## src/rtl/dmem_access_ctrl_if.sv

```systemverilog
// dmem_access_ctrl_if
//   Bundles the pipeline request/response signals and the data-memory bus
//   of the MEM-stage access controller.
//   master : pipeline + memory environment (drives requests and mem_rdata)
//   slave  : the access controller itself
//   Request side : req_valid, req_write, req_size, req_signed, req_addr,
//                  req_wdata -> stall, load_data, load_valid, err
//   Memory side  : mem_addr, mem_wdata, MemRead, MemWrite -> mem_rdata
interface dmem_access_ctrl_if;
  logic        req_valid;
  logic        req_write;
  logic [1:0]  req_size;
  logic        req_signed;
  logic [31:0] req_addr;
  logic [31:0] req_wdata;
  logic        stall;
  logic [31:0] load_data;
  logic        load_valid;
  logic        err;
  logic [31:0] mem_addr;
  logic [31:0] mem_wdata;
  logic [31:0] mem_rdata;
  logic        MemRead;
  logic        MemWrite;

  modport master (
    output req_valid, req_write, req_size, req_signed, req_addr, req_wdata,
    output mem_rdata,
    input  stall, load_data, load_valid, err,
    input  mem_addr, mem_wdata, MemRead, MemWrite
  );

  modport slave (
    input  req_valid, req_write, req_size, req_signed, req_addr, req_wdata,
    input  mem_rdata,
    output stall, load_data, load_valid, err,
    output mem_addr, mem_wdata, MemRead, MemWrite
  );
endinterface

```

## src/rtl/dmem_access_ctrl.sv

```systemverilog
// dmem_access_ctrl
//   MEM-stage initiator for a word-addressed data memory with combinational
//   read and posedge write. Converts byte/halfword/word loads and stores into
//   word accesses; sub-word stores use read-modify-write. Checks size,
//   alignment and range, extends load data and stalls the pipeline while busy.
// Ports
//   clk : rising-edge clock
//   rst : asynchronous active-high reset
//   bus : dmem_access_ctrl_if.slave (request, response and memory signals)
// Parameter
//   DEPTH : number of 32-bit words in the data memory
module dmem_access_ctrl #(
  parameter int unsigned DEPTH = 256
) (
  input  logic               clk,
  input  logic               rst,
  dmem_access_ctrl_if.slave  bus
);

  localparam logic [31:0] DEPTH_W = 32'(DEPTH);

  typedef enum logic [2:0] {
    IDLE   = 3'd0,
    LD     = 3'd1,
    ST     = 3'd2,
    RMW_RD = 3'd3,
    RMW_WR = 3'd4
  } state_t;

  state_t      state_reg, state_next;

  logic        write_reg;
  logic [1:0]  size_reg;
  logic        signed_reg;
  logic [31:0] addr_reg;
  logic [31:0] wdata_reg;
  logic [31:0] merge_reg;
  logic [31:0] load_data_reg;
  logic        load_valid_reg;
  logic        err_reg;

  // Request checks, evaluated on the live inputs while IDLE
  logic [31:0] req_index;
  logic        size_illegal;
  logic        misaligned;
  logic        out_of_range;
  logic        req_bad;
  logic        accept;

  assign req_index    = {2'b00, bus.req_addr[31:2]};
  assign size_illegal = (bus.req_size == 2'b11);
  assign misaligned   = ((bus.req_size == 2'b01) && bus.req_addr[0]) ||
                        ((bus.req_size == 2'b10) && (bus.req_addr[1:0] != 2'b00));
  assign out_of_range = (req_index >= DEPTH_W);
  assign req_bad      = size_illegal || misaligned || out_of_range;
  assign accept       = (state_reg == IDLE) && bus.req_valid;

  // Load lane selection and extension from the combinational read word
  logic [7:0]  rd_byte;
  logic [15:0] rd_half;
  logic [31:0] load_ext;

  always_comb begin
    rd_byte = 8'h00;
    case (addr_reg[1:0])
      2'd0:    rd_byte = bus.mem_rdata[7:0];
      2'd1:    rd_byte = bus.mem_rdata[15:8];
      2'd2:    rd_byte = bus.mem_rdata[23:16];
      default: rd_byte = bus.mem_rdata[31:24];
    endcase
    rd_half = addr_reg[1] ? bus.mem_rdata[31:16] : bus.mem_rdata[15:0];

    load_ext = bus.mem_rdata;
    case (size_reg)
      2'b00:   load_ext = {{24{signed_reg & rd_byte[7]}}, rd_byte};
      2'b01:   load_ext = {{16{signed_reg & rd_half[15]}}, rd_half};
      default: load_ext = bus.mem_rdata;
    endcase
  end

  // Merge word for RMW: each byte lane either keeps the word read back in
  // RMW_RD or takes the matching byte of the right-aligned store data.
  logic [31:0] merged;

  generate
    for (genvar gi = 0; gi < 4; gi++) begin : g_lane
      logic       lane_hit;
      logic [7:0] lane_src;

      // Halfword stores hit both lanes of the addressed half; the even lane
      // takes wdata[7:0] and the odd lane wdata[15:8].
      assign lane_hit = (size_reg == 2'b00) ? (addr_reg[1:0] == 2'(gi))
                                            : (addr_reg[1] == 1'((gi >> 1) & 1));
      assign lane_src = ((size_reg == 2'b01) && ((gi & 1) == 1)) ? wdata_reg[15:8]
                                                                 : wdata_reg[7:0];
      assign merged[8*gi +: 8] = lane_hit ? lane_src : merge_reg[8*gi +: 8];
    end
  endgenerate

  // Next-state and state-decoded memory strobes
  logic        mem_read;
  logic        mem_write;
  logic [31:0] mem_addr;
  logic [31:0] mem_wdata;

  always_comb begin
    state_next = state_reg;
    mem_read   = 1'b0;
    mem_write  = 1'b0;
    mem_addr   = 32'h0;
    mem_wdata  = 32'h0;

    case (state_reg)
      IDLE: begin
        if (accept && !req_bad) begin
          if (!bus.req_write)
            state_next = LD;
          else if (bus.req_size == 2'b10)
            state_next = ST;
          else
            state_next = RMW_RD;
        end
      end
      LD: begin
        mem_read   = 1'b1;
        mem_addr   = {2'b00, addr_reg[31:2]};
        state_next = IDLE;
      end
      ST: begin
        mem_write  = 1'b1;
        mem_addr   = {2'b00, addr_reg[31:2]};
        mem_wdata  = wdata_reg;
        state_next = IDLE;
      end
      RMW_RD: begin
        mem_read   = 1'b1;
        mem_addr   = {2'b00, addr_reg[31:2]};
        state_next = RMW_WR;
      end
      RMW_WR: begin
        mem_write  = 1'b1;
        mem_addr   = {2'b00, addr_reg[31:2]};
        mem_wdata  = merged;
        state_next = IDLE;
      end
      default: state_next = IDLE;
    endcase
  end

  // State and datapath registers. An asynchronous reset drops the state to
  // IDLE, so the decoded strobes fall at once and a half-done RMW never writes.
  always_ff @(posedge clk or posedge rst) begin
    if (rst) begin
      state_reg      <= IDLE;
      write_reg      <= 1'b0;
      size_reg       <= 2'b00;
      signed_reg     <= 1'b0;
      addr_reg       <= 32'h0;
      wdata_reg      <= 32'h0;
      merge_reg      <= 32'h0;
      load_data_reg  <= 32'h0;
      load_valid_reg <= 1'b0;
      err_reg        <= 1'b0;
    end else begin
      state_reg      <= state_next;
      load_valid_reg <= (state_reg == LD);
      err_reg        <= accept && req_bad;

      if (accept) begin
        write_reg  <= bus.req_write;
        size_reg   <= bus.req_size;
        signed_reg <= bus.req_signed;
        addr_reg   <= bus.req_addr;
        wdata_reg  <= bus.req_wdata;
      end

      if (state_reg == LD)
        load_data_reg <= load_ext;

      if (state_reg == RMW_RD)
        merge_reg <= bus.mem_rdata;
    end
  end

  assign bus.stall      = (state_reg != IDLE);
  assign bus.load_data  = load_data_reg;
  assign bus.load_valid = load_valid_reg;
  assign bus.err        = err_reg;
  assign bus.mem_addr   = mem_addr;
  assign bus.mem_wdata  = mem_wdata;
  assign bus.MemRead    = mem_read;
  assign bus.MemWrite   = mem_write;

  // write_reg is kept with the latched request; the state already encodes
  // the direction, so it is only folded in here to keep it referenced.
  logic unused_ok;
  assign unused_ok = write_reg;

endmodule

```

## src/flat_wrapper.sv

```systemverilog
// flat-port wrapper written by rule: the top's interface ports become plain ports
module dmem_access_ctrl_flat 
#(
  parameter int unsigned DEPTH = 256
)
  (clk, rst, bus_req_valid, bus_req_write, bus_req_size, bus_req_signed, bus_req_addr, bus_req_wdata, bus_mem_rdata, bus_stall, bus_load_data, bus_load_valid, bus_err, bus_mem_addr, bus_mem_wdata, bus_MemRead, bus_MemWrite);
  dmem_access_ctrl_if bus_i ();
  input  logic clk;
  input  logic rst;
  input wire logic [$bits(bus_i.req_valid)-1:0] bus_req_valid;
  input wire logic [$bits(bus_i.req_write)-1:0] bus_req_write;
  input wire logic [$bits(bus_i.req_size)-1:0] bus_req_size;
  input wire logic [$bits(bus_i.req_signed)-1:0] bus_req_signed;
  input wire logic [$bits(bus_i.req_addr)-1:0] bus_req_addr;
  input wire logic [$bits(bus_i.req_wdata)-1:0] bus_req_wdata;
  input wire logic [$bits(bus_i.mem_rdata)-1:0] bus_mem_rdata;
  output wire logic [$bits(bus_i.stall)-1:0] bus_stall;
  output wire logic [$bits(bus_i.load_data)-1:0] bus_load_data;
  output wire logic [$bits(bus_i.load_valid)-1:0] bus_load_valid;
  output wire logic [$bits(bus_i.err)-1:0] bus_err;
  output wire logic [$bits(bus_i.mem_addr)-1:0] bus_mem_addr;
  output wire logic [$bits(bus_i.mem_wdata)-1:0] bus_mem_wdata;
  output wire logic [$bits(bus_i.MemRead)-1:0] bus_MemRead;
  output wire logic [$bits(bus_i.MemWrite)-1:0] bus_MemWrite;
  assign bus_i.req_valid = bus_req_valid;
  assign bus_i.req_write = bus_req_write;
  assign bus_i.req_size = bus_req_size;
  assign bus_i.req_signed = bus_req_signed;
  assign bus_i.req_addr = bus_req_addr;
  assign bus_i.req_wdata = bus_req_wdata;
  assign bus_i.mem_rdata = bus_mem_rdata;
  assign bus_stall = bus_i.stall;
  assign bus_load_data = bus_i.load_data;
  assign bus_load_valid = bus_i.load_valid;
  assign bus_err = bus_i.err;
  assign bus_mem_addr = bus_i.mem_addr;
  assign bus_mem_wdata = bus_i.mem_wdata;
  assign bus_MemRead = bus_i.MemRead;
  assign bus_MemWrite = bus_i.MemWrite;
  dmem_access_ctrl #(.DEPTH(DEPTH)) u_core (.clk(clk), .rst(rst), .bus(bus_i));
endmodule
```

## config.mk

```make
export PLATFORM = sky130hd
export DESIGN_NAME = dmem_access_ctrl_flat
export DESIGN_NICKNAME = d
export VERILOG_FILES = /design/src/rtl/dmem_access_ctrl_if.sv /design/src/rtl/dmem_access_ctrl.sv /design/src/flat_wrapper.sv
export SDC_FILE = /design/constraint.sdc
export NUM_CORES = 1
export LEC_CHECK = 0
export CAP_MARGIN = 20
export CELL_PAD_IN_SITES_DETAIL_PLACEMENT = 0
export CELL_PAD_IN_SITES_GLOBAL_PLACEMENT = 1
export CORE_MARGIN = 2
export CORE_UTILIZATION = 25
export DETAILED_ROUTE_END_ITERATION = 12
export PLACE_DENSITY = 0.63
export SLEW_MARGIN = 15
export SYNTH_ARGS = -nofsm -noshare
export SYNTH_HDL_FRONTEND = slang
export SYNTH_SLANG_ARGS = --single-unit
```

## constraint.sdc

```tcl
create_clock -name clk -period 5.15 [get_ports clk]
set_input_delay 1.03 -clock clk [delete_from_list [all_inputs] [get_ports clk]]
set_output_delay 1.03 -clock clk [all_outputs]
set_load 0.01 [all_outputs]
```

# Yosys cells after proc, flatten, opt, wreduce, memory -nomap -nowiden
# Index checks and enable logic that the tools add are counted.
# classes
n_mux,20
order_cmp,1
eq_ne,12
n_bitwise,3
reduce_logical,17
# op_table
operator,n
case mux 32 bit (2 select lines),2
2-to-1 mux 8 bit,5
">= comparator 30 x 9 -> 1 bit, second input constant",1
2-to-1 mux 30 bit,1
case mux 8 bit (3 select lines),1
2-to-1 mux 16 bit,1
"equality test 2 bit, second input constant",4
2-to-1 mux 1 bit,7
"equality test 2 x 1 -> 1 bit, second input constant",3
"equality test 3 x 2 -> 1 bit, second input constant",2
2-to-1 mux 3 bit,2
case mux 3 bit (2 select lines),1
logical AND 1 bit,5
logical NOT 2 bit,2
OR reduction 2 bit,2
OR reduction 4 bit,1
"equality test 3 x 1 -> 1 bit, second input constant",1
"equality test 3 bit, second input constant",1
logical NOT 3 bit,1
logical OR 1 bit,3
nonzero test 3 bit,1
bitwise AND 1 bit,2
"!= test 2 bit, second input constant",1
nonzero test 2 bit,1
other kinds (2),2
# word_totals
wordCells,62
ff_bits,136
inputBits,103
output_inout_bits,101

# Logic depth before layout (Yosys ltp)
# logic_depth
depth_word,9
ltp_mapped,7

# Worst setup path before layout
# Ideal clock, no wire load.
# synth_path
path_type,reg-to-output
from,reg u_core.size_reg[1]
to,out bus_mem_wdata[16]
stages_incl_launch_ff,6
n_path_buf,1
arrival_ps,1457
path_slack_ps,2663
required_ps,4120
cell_sequence,dfrtp_1 > or3b_1 > buf_2 > nand2_4 > mux2i_1 > o21ai_0
# synth_between
elab_chain_cells,4
# synth_rtl
element,line_no,source
start: declaration,dmem_access_ctrl.sv:33,logic [1:0] size_reg;
start signal: assignment,dmem_access_ctrl.sv:171,size_reg <= bus.req_size;
logical NOT 2 bit,dmem_access_ctrl.sv:92,assign lane_hit = (size_reg == 2'b00) ? (addr_reg[1:0] == 2'(gi))
2-to-1 mux 1 bit,dmem_access_ctrl.sv:92,
2-to-1 mux 8 bit,dmem_access_ctrl.sv:96,assign merged[8*gi +: 8] = lane_hit ? lane_src : merge_reg[8*gi +: 8];
case mux 32 bit (2 select lines),dmem_access_ctrl.sv:113,case (state_reg)
end: declaration,flat_wrapper.sv:22,output wire logic [$bits(bus_i.mem_wdata)-1:0] bus_mem_wdata;
# No other way between the ends.

# Worst setup path in the final report
# layout_path
from,reg u_core.size_reg[0]
to,out bus_mem_wdata[15]
# layout_between
elab_chain_cells,4
word_cells_on_any_way,6
# layout_rtl
element,line_no
equality test 2 x 1 -> 1 bit or logical NOT 2 bit (tied branches),-
2-to-1 mux 8 bit or 2-to-1 mux 1 bit (tied branches),"dmem_access_ctrl.sv:94, dmem_access_ctrl.sv:92"
2-to-1 mux 8 bit (*),dmem_access_ctrl.sv:96
case mux 32 bit (2 select lines) (*),dmem_access_ctrl.sv:113
# Every way passes the cells marked *; elsewhere a longest branch is shown, timed or not.

==> flow_metrics.tcl <==
set metrics [dict create \
    post-place-cells 1084 \
    min_delay_path_depth 1 \
    h-tree-depth 4 \
    layout.cells.non_filler 1115 \
    die_area_um2 27800 \
    cts_resized 0 \
    yosys_warnings 0 \
    grt_usage 0.161 \
    crit_required_ps 4120 \
    finalSetupViolCount 0 \
    tritoncts "built" \
    synth-edff-count 0 \
    dpl.hpwl_um 16400 \
    synth_top_area_share 0.515 \
    nets 871 \
    power.density_nw_per_um2 296 \
    cts_made_buffers 17 \
    fp-row-count 59 \
    gp_congestion 0.791 \
    cts_root_buf "clkbuf_16" \
    wirelength_um 22500 \
    ys_ff_latch 136 \
    antenna_found_initial 2 \
    start_util 0.255 \
    post_cts_buffers 0 \
    yosysSeqAreaShare 0.515 \
    grt_pass1_vias 5389 \
    dieWidth_um 167 \
    arrival_ps 3030 \
    nFillCells 2626 \
    critPathLaunch "u_core.size_reg[0]" \
    layout-drive-gt1-share 0.203 \
    relSlewSlack 0.331 \
    hold_viol_final 0 \
    ir_worst_vdd_uv 165 \
    crit_path_start_kind "flop" \
    synthFlopType "dfrtp_1" \
    drtAntennaViolNets 0 \
    max_cap_viol_count 0 \
    synth_area_leader_cell "dfrtp_1" \
    status "complete, no violations" \
    avgViaCountPerCell 4.70 \
    grt-ovfl-total 0 \
    skew_ps 10.4 \
    final-max-slew-violation-count 0 \
    cts_sinks 136 \
    tightest_slew_ps 999 \
    area_delta_synth_final_pct 44.6 \
    die_h_um 167 \
    layout_commonest_cell "clkdlybuf4s50_1" \
    dr.pass1.iters 5 \
    cts_hold_buf 0 \
    rr_endpoint "u_core.wdata_reg[6]" \
    yosysUniqueCellTypes 53 \
    leakage_uw 0.00392 \
    min_path_type "flop to flop" \
    drc 0 \
    r2r_start "u_core.state_reg[0]" \
    setup_tns_ps 0 \
    antenna_cells 0 \
    fmax_mhz 247 \
    portBuffers 201 \
    synthCells 573 \
    mostFrequentLayoutCells "clkdlybuf4s50_1 (201), dfrtp_1 (136), mux2_2 (99), nand2_1 (55)" \
    worstSetupPathType "flop to output port" \
    period_needed_ps 4060 \
    endpoint "bus_mem_wdata[15]" \
    synth.area.top_cells "dfrtp_1 (51%), mux2_2 (17%), nand2_1 (3.1%)" \
    ios 204 \
    avgSynthCellArea_um2 11.5 \
    syn_area_um2 6610 \
    drt_iter0_drc 265 \
    rsz0062_at_grt "no" \
    period_share 0.788 \
    insertion_delay_ps 420 \
    grt_max_degree 83 \
    clkTransAtPathRegs_ps 60 \
    grt_pass1_wl_um 33900 \
    crit_fanout 16 \
    coreArea_um2 26000 \
    detail_route.wl_per_cell_um 20.2 \
    endpoint_kind "output port" \
    r2r_slack_ps 2610 \
    cts.path.max_buffers 2 \
    rr_worst_depth 4 \
    num_vias 5238 \
    ys_async_sr_fraction 1.00 \
]
==> routing by layer <==
metal / part of all wire / wire length, um / vias up / track usage
met4: 0.0092 / 207 / 4 / 0.0360
met1: 0.44 / 9820 / 2609 / 0.204
met2: 0.49 / 11000 / 172 / 0.267
met3: 0.065 / 1470 / 17 / 0.0506
li1: - / - / 2436 / -
met5: 0.0012 / 27 / - / 0
==> area by class of cell <==
| cell class | count | area (um2) | area share |
|---|---|---|---|
| sequential | 136 | 3400 | 0.356 |
| multi-input combinational | 398 | 3010 | 0.314 |
| timing repair buffer | 210 | 2080 | 0.217 |
| clock buffer | 19 | 443 | 0.0463 |
| tap | 335 | 419 | 0.0438 |
| clock inverter | 12 | 189 | 0.0198 |
| inverter | 5 | 25.0 | 0.00262 |
==> critical path, cell delays in order, from the launching register on <==
cell and delay [ps]:
dfrtp_1 560, or3_1 630, a21boi_2 540, a22oi_1 140, o21ai_0 150, clkdlybuf4s50_1 590
==> Yosys cell counts, types with 4 or more instances <==
| cell type | n |
|---|---|
| dfrtp_1 | 136 |
| mux2_2 | 99 |
| nand2_1 | 55 |
| a21oi_1 | 30 |
| and2_1 | 30 |
| nor2_1 | 23 |
| nand3_1 | 21 |
| o21ai_0 | 21 |
| mux2i_1 | 16 |
| a22o_1 | 14 |
| buf_4 | 13 |
| buf_2 | 12 |
| clkbuf_1 | 10 |
| a221o_1 | 8 |
| a22oi_1 | 8 |
| nand3b_1 | 7 |
| a31oi_1 | 6 |
| mux2_1 | 6 |
| nor2b_1 | 6 |
| nor4_1 | 5 |
| inv_1 | 4 |
==> through the flow <==
step | hold slack (ps) | setup WS (ps) | power, uW | util | instance area, um2
final | 489 | 1090 | 2830 | 0.368 | 9570
after global routing | 505 | 930 | 2950 | 0.368 | 9570
after CTS | 486 | 1090 | 2880 | 0.368 | 9570
after detailed placement | 472 | 1540 | 1520 | 0.344 | 8930
after global placement | 465 | 1620 | 1520 | 0.344 | 8930
after floorplan | 449 | 481 | 1370 | - | 6620
==> power breakdown <==
part | internal [uW] | switching [uW]
Clock | 833 | 498
Combinational | 166 | 145
Sequential | 1130 | 55.4
Total | 2130 | 698
==> worst min path at each step <==
stage / start / endpoint / slack [ps]
floorplan: u_core.addr_reg[26] / u_core.addr_reg[26] / 450
global placement: u_core.addr_reg[26] / u_core.addr_reg[26] / 460
detailed placement: u_core.addr_reg[26] / u_core.addr_reg[26] / 470
CTS: u_core.addr_reg[26] / u_core.addr_reg[26] / 490
global route: u_core.addr_reg[5] / u_core.addr_reg[5] / 510
finish: u_core.wdata_reg[24] / u_core.wdata_reg[24] / 490
==> cells by family after synthesis <==
group / after synthesis / synth area share
and+or+nand+nor: 167 / 0.133
AOI/OAI and AO/OA: 105 / 0.110
muxes: 123 / 0.207
DFF: 136 / 0.515
other: 1 / 0.000567
xor gates and xnor gates: 1 / 0.00132
buffers and inverters: 40 / 0.0325
Note: power is estimated with default switching activity, not from simulation.
